### src/rtl/alu_result_bcd.sv
// Sign-magnitude result to packed BCD converter (double dabble, one bit per clock)
// with leading-zero-suppression enables and a registered display sign.
//   state | meaning
//   IDLE  | waiting for start; outputs hold the last conversion
//   SHIFT | adjusting and shifting one magnitude bit per clock
module alu_result_bcd #(
  parameter int WIDTH  = 12,
  parameter int DIGITS = 4
) (
  input  logic                  clk,
  input  logic                  rst,
  input  logic                  start,
  input  logic [WIDTH-1:0]      c,
  input  logic                  neg,
  output logic [4*DIGITS-1:0]   bcd,
  output logic                  sign,
  output logic [DIGITS-1:0]     digit_en,
  output logic                  busy,
  output logic                  done
);

  localparam int CW = (WIDTH > 1) ? $clog2(WIDTH) : 1;

  typedef enum logic {IDLE, SHIFT} state_t;

  state_t              state_q;
  logic [WIDTH-1:0]    bin_q, bin_d;
  logic [4*DIGITS-1:0] scr_q, scr_d, scr_adj;
  logic [CW-1:0]       cnt_q;
  logic                neg_q;
  logic [4*DIGITS-1:0] bcd_q;
  logic                sign_q;
  logic [DIGITS-1:0]   den_q, den_d;
  logic                busy_q, done_q;
  logic [3:0]          nib;
  logic                any_nz;

  // All nibbles are adjusted from their pre-shift values, then the pair shifts.
  always_comb begin
    scr_adj = scr_q;
    nib     = '0;
    for (int k = 0; k < DIGITS; k++) begin
      nib = scr_q[4*k +: 4];
      scr_adj[4*k +: 4] = (nib >= 4'd5) ? nib + 4'd3 : nib;
    end
    {scr_d, bin_d} = {scr_adj, bin_q} << 1;

    den_d    = '0;
    den_d[0] = 1'b1;
    any_nz   = 1'b0;
    for (int k = DIGITS - 1; k > 0; k--) begin
      any_nz   = any_nz | (scr_d[4*k +: 4] != 4'd0);
      den_d[k] = any_nz;
    end
  end

  always_ff @(posedge clk or posedge rst) begin
    if (rst) begin
      state_q <= IDLE;
      bin_q   <= '0;
      scr_q   <= '0;
      cnt_q   <= '0;
      neg_q   <= 1'b0;
      bcd_q   <= '0;
      sign_q  <= 1'b0;
      den_q   <= '0;
      busy_q  <= 1'b0;
      done_q  <= 1'b0;
    end else begin
      case (state_q)
        IDLE: begin
          done_q <= 1'b0;
          if (start) begin
            bin_q   <= c;
            scr_q   <= '0;
            cnt_q   <= '0;
            neg_q   <= neg;
            busy_q  <= 1'b1;
            state_q <= SHIFT;
          end
        end
        SHIFT: begin
          scr_q <= scr_d;
          bin_q <= bin_d;
          cnt_q <= cnt_q + CW'(1);
          if (cnt_q == CW'(WIDTH - 1)) begin
            bcd_q   <= scr_d;
            den_q   <= den_d;
            // A zero magnitude never shows a minus sign.
            sign_q  <= neg_q & (|scr_d);
            done_q  <= 1'b1;
            busy_q  <= 1'b0;
            state_q <= IDLE;
          end
        end
        default: state_q <= IDLE;
      endcase
    end
  end

  assign bcd      = bcd_q;
  assign sign     = sign_q;
  assign digit_en = den_q;
  assign busy     = busy_q;
  assign done     = done_q;

endmodule

### config.mk
export PLATFORM = sky130hd
export DESIGN_NAME = alu_result_bcd
export DESIGN_NICKNAME = d
export VERILOG_FILES = /design/src/rtl/alu_result_bcd.sv
export SDC_FILE = /design/constraint.sdc
export NUM_CORES = 1
export LEC_CHECK = 0
export ABC_AREA = 1
export CAP_MARGIN = 20
export CORE_ASPECT_RATIO = 1.5
export CORE_MARGIN = 1
export CORE_UTILIZATION = 49
export CTS_CLUSTER_DIAMETER = 100
export DETAILED_ROUTE_END_ITERATION = 7
export MAX_ROUTING_LAYER = met4
export PLACE_DENSITY = 0.76
export SYNTH_ARGS = -nofsm -noshare
export SYNTH_HDL_FRONTEND = slang
export SYNTH_SLANG_ARGS = --single-unit
### constraint.sdc
create_clock -name clk -period 1.8 [get_ports clk]
set_input_delay 0.36 -clock clk [delete_from_list [all_inputs] [get_ports clk]]
set_output_delay 0.36 -clock clk [all_outputs]
set_load 0.01 [all_outputs]
Word-level counts from Yosys, hierarchy flattened
Cells that the tools add are included.

cells by class
  bitwise operators = 4
  $lt $le $gt $ge = 4
  add/subtract/negate cells = 5
  equal/unequal tests = 3
  reduce and logical (&&, ||, !) cells = 7
  multiplexer cells = 18

operators with widths
  operator               number
  $pmux W16 S2           1
  $pmux W12 S2           1
  $ge A4 B3 Y1 const B   4
  $mux W16               1
  $mux W4                4
  $reduce_or A16 Y1      1
  $add A4 B2 Y4 const B  3
  $mux W12               1
  $reduce_bool A4 Y1     3
  $pmux W4 S2            1
  $pmux W1 S2            3
  $reduce_and A2 Y1      3
  $mux W1                5
  $add A4 B1 Y4 const B  1
  $eq A4 B4 Y1 const B   1
  $add A3 B2 Y3 const B  1
  $mux W3                1
  $ne A2 B1 Y1 const B   1
  $ne A2 B2 Y1 const B   1
  $or A1 B1 Y1           2
  $and A1 B1 Y1          1
  $not A1 Y1             1

storage, ports and cells
  register bits after elaboration = 57
  output and inout bits = 23
  input bits = 16

Logic depth before layout (Yosys ltp)
  depth after elaboration = 5
  mapped depth = 13
  mapped depth without buffers = 13

Least setup slack after synthesis
OpenSTA, ideal clock, no wires.

  kind = register to register
  from = register scr_q[12]
  to = register den_q[1] (netlist: digit_en[1])
  period minus slack after synthesis = 1.453 ns
  setup slack = 0.347 ns
  arrival time = 1.337 ns
  cell stages (with the launch flop) = 14
  library setup time = 0.117 ns
  cell sequence = dfrtp_1 > inv_1 > ha_1 > inv_1 > nand2_2 > nand3_2 > nand2_1 > nand2_1 > nor2_2 > nand2_1 > nor2_2 > nand2_1 > nand2_1 > nand2_1

between the ends
  word-level cells in the longest chain between the ends = 5
  elaborated cells between the ends (all ways) = 6

ends and longest elaborated chain
  item                                                  RTL line  RTL
  start, declared                                       28        logic [4*DIGITS-1:0] scr_q, scr_d, scr_adj;
  start signal, assigned                                83        scr_q <= scr_d;
  $ge A4 B3 Y1 / $add A3 B2 Y3 (equally long branches)  44        scr_adj[4*k +: 4] = (nib >= 4'd5) ? nib + 4'd3 : nib;
  $mux W3 *                                             44
  $reduce_bool A4 Y1 *                                  52        any_nz = any_nz | (scr_d[4*k +: 4] != 4'd0);
  $or A1 B1 Y1 * (2 in a row)                           52
  end signal, assigned                                  88        den_q <= den_d;
  end, declared                                         33        logic [DIGITS-1:0] den_q, den_d;

Every way passes the cells marked *; elsewhere a longest branch is shown, timed or not.
A chain may end at the register's enable or synchronous reset.

Worst setup path in the final report
  from = register scr_q[4]
  to = register sign_q (netlist: sign)

between the ends
  word-level cells in the longest chain between the ends = 4
  elaborated cells between the ends (all ways) = 5

ends and longest elaborated chain
  item                                                  RTL line  RTL
  $add A4 B2 Y4 / $ge A4 B3 Y1 (equally long branches)  44
  $mux W4 *                                             44
  $reduce_or A16 Y1 *                                   90        sign_q <= neg_q & (|scr_d);
  $and A1 B1 Y1 *                                       90
  end signal, assigned                                  90
  end, declared                                         32        logic sign_q;

Marks and branches as above.

==> run metrics <==
ANT nets after route=0; number of diodes=0; Synth Flop Type=dfrtp_1; clock period minus worst slack=between 1.5 and 2 ns; gpl congestion=roughly 0.8; post-synthesis sequential area ratio=a little over half; maximum clock path buffer count=2; Commonest cells post-synth=nand2_1, dfrtp_1, inv_1, o21ai_0, nor2_1; Worst IR Drop VDD=between 0.0008 and 0.0009 V; Post-synth EDFFs=0; Initial Utilization=between 50% and 60%; antenna violations before repair=0; io pins=39; Final Setup Violations=0; synthesized net count=348; area delta synth->final=27.4%; Clock Latency Late Sink=between 0.3 and 0.4 ns; pre-CTS WS=0.100 ns; status=completed; vias per inst=a little over 5; most common cell in the netlist=nand2_1; number of global-route vias before repair=2282; drt drc=0; synth unique cells=28; CP required=around 2.0 ns; Mapped Cells=323; CTS tree=yes; Startpoint Class=register; first-pass GRT wire length=about 9.8 mm; Syn. warnings=0; Layout Skew=between 0.009 and 0.01 ns; CP Class=register to register; Core ar.=approximately 5200 um^2; max-slew violation count=0; worst setup margin=roughly 0.16 ns; final hold violations=0; CP endpoint kind=register; GRT Util Overall=between 20% and 30%; Synth Register Bits=between 50 and 60; Total Wirelength=5.55 mm; area leader, netlist=dfrtp_1; Worst-Margin Slew=between 0.3 and 0.4 ns; Die Ht=between 90 and 100 um; Synth area leaders=dfrtp_1, nand2_1, inv_1; cell area after technology mapping=between 2000 and 3000 um^2; Die Area=5830 um^2; Root Driver=clkbuf_8; synthesized area per cell=8.37 um^2; row count=32; maximum level of the CTS H-tree=3; Filler Cell Count=~430; max frequency=0.611 GHz; via count=~2300; post-route clock period utilization=about nine tenths; async set-or-reset flop fraction in the synthesized netlist=100%; Post-DP HPWL=between 3 and 4 mm; R2R depth=13; Worst-path clk slew=~0.07 ns; hold buffer count at CTS=0; Port-buffer cells=38; slew margin rel.=77.6%; share of layout cells above drive strength 1=around an eighth; drt first pass iters=5; total grt overflow=0; total number of clock tree sinks=57; CTS buffer count=9; drt first-iter violations=roughly 120; # nets final=398; chip width=roughly 63 um; total negative slack=0 ns; WP data arrival=1.86 ns; largest net degree at the start of global routing=between 50 and 60; CP Max Fanout=5; top cell type's share of synthesized area=around 53%; class of the worst hold path=input pin to asynchronous set/reset pin; PwrDens=~1900 nW/um^2; MaxCap Viol Count=0; Leak=~1.7 nW; routed len/inst=around 12 um
-- cells by family (layout without fill, tap and decap cells) --
group	count (synthesis)	after routing	share of synthesized area, %
adders and majority gates	9	9	4.16
DFF	57	57	52.8
buffers and inverters	55	110	8.51
and+or+nand+nor	153	153	24.0
AOI/OAI and AO/OA	49	49	10.6
-- placed cells by master (no fill, tap or decap), drive strengths merged --
master | netlist | routed
a21oi | 2 | 2
a22o | 2 | 2
a22oi | 1 | 1
a31oi | 1 | 1
and2 | 2 | 2
buf | 8 | 11
bufinv | 0 | 2
clkbuf | 2 | 11
clkdlybuf4s50 | 0 | 38
clkinv | 0 | 2
clkinvlp | 0 | 1
dfrtp | 57 | 57
ha | 9 | 9
inv | 45 | 45
nand2 | 101 | 101
nand3 | 18 | 18
nand4 | 9 | 9
nor2 | 22 | 22
o211ai | 1 | 1
o21ai | 26 | 26
o221ai | 1 | 1
o22ai | 15 | 15
or2 | 1 | 1
-- timing repair --
item | CTS | global route
setup buffers | 0 | 4
gates resized for setup | 0 | 8
setup endpoints to repair | 0 | 3
-- per-stage QoR --
stage	hold slack (ns)	instance area (um^2)	util, %	power [mW]	std cells
after global routing	0.418	3440	65.7	7.10	446
after CTS	0.396	3400	64.9	6.45	442
after detailed placement	0.461	3170	60.5	5.08	426
after global placement	0.459	3170	60.5	4.98	426
after floorplan	0.458	2700	-	4.08	323
final	0.395	3440	65.7	6.51	446
-- report_power, final --
| group | switching [mW] | internal [mW] |
|---|---|---|
| logic | 1.68 | 1.28 |
| clock network | 0.499 | 0.850 |
| registers | 0.358 | 1.85 |
-- per-layer routing --
layer | part of all wire [%] | routed length, um | vias up | GRT usage [%]
met5 | 0 | 0 | - | -
met4 | 1.9 | 104 | 0 | 11.6
met3 | 2.2 | 124 | 10 | 4.27
met2 | 53 | 2930 | 36 | 37.6
met1 | 43 | 2390 | 1070 | 25.3
li1 | - | - | 1140 | -
-- critical path, cell delays in order (launching register included) --
cell     delay [ns]
dfrtp_1        0.42
inv_2          0.09
ha_2           0.18
inv_1          0.05
nand2_2        0.09
nand3_2        0.08
nand2_1        0.08
nand2_1        0.08
nor2_1         0.13
nand2_1        0.08
nor2_1         0.11
nand2_1        0.06
nand2_1        0.05
nand2_1        0.04
-- state kept, by name, summed over array words and instances, names as in the netlist --
name,cells
state_q,1
neg_q,1
bin_q,12
digit_en,4
busy,1
scr_q,16
done,1
sign,1
bcd,16
cnt_q,4
-- area by class of cell --
type | instances | area, um^2 | share of cell area [%]
clock buffers | 11 | 151 | 4.40
flip-flops and latches | 57 | 1430 | 41.4
well taps | 68 | 85.1 | 2.47
inverters | 45 | 169 | 4.90
multi-input cells | 211 | 1060 | 30.8
repair buffers | 49 | 475 | 13.8
clock inverters | 5 | 77.6 | 2.25
-- path summary, 6_finish.rpt --
| check | start | end | slack, ns |
|---|---|---|---|
| hold / removal | rst | bcd[3]$_DFFE_PP0P_ | 0.39 |
| setup / recovery | scr_q[4]$_DFFE_PP0P_ | sign$_DFFE_PP0P_ | 0.16 |
| hold reg to reg | digit_en[0]$_DFFE_PP0P_ | digit_en[0]$_DFFE_PP0P_ | 0.47 |
| setup reg to reg | scr_q[4]$_DFFE_PP0P_ | sign$_DFFE_PP0P_ | 0.16 |
| max in group asynchronous | rst | scr_q[13]$_DFFE_PP0P_ | 1.15 |
| min in group clk | digit_en[0]$_DFFE_PP0P_ | digit_en[0]$_DFFE_PP0P_ | 0.47 |
Note: power is estimated with default switching activity, not from simulation.
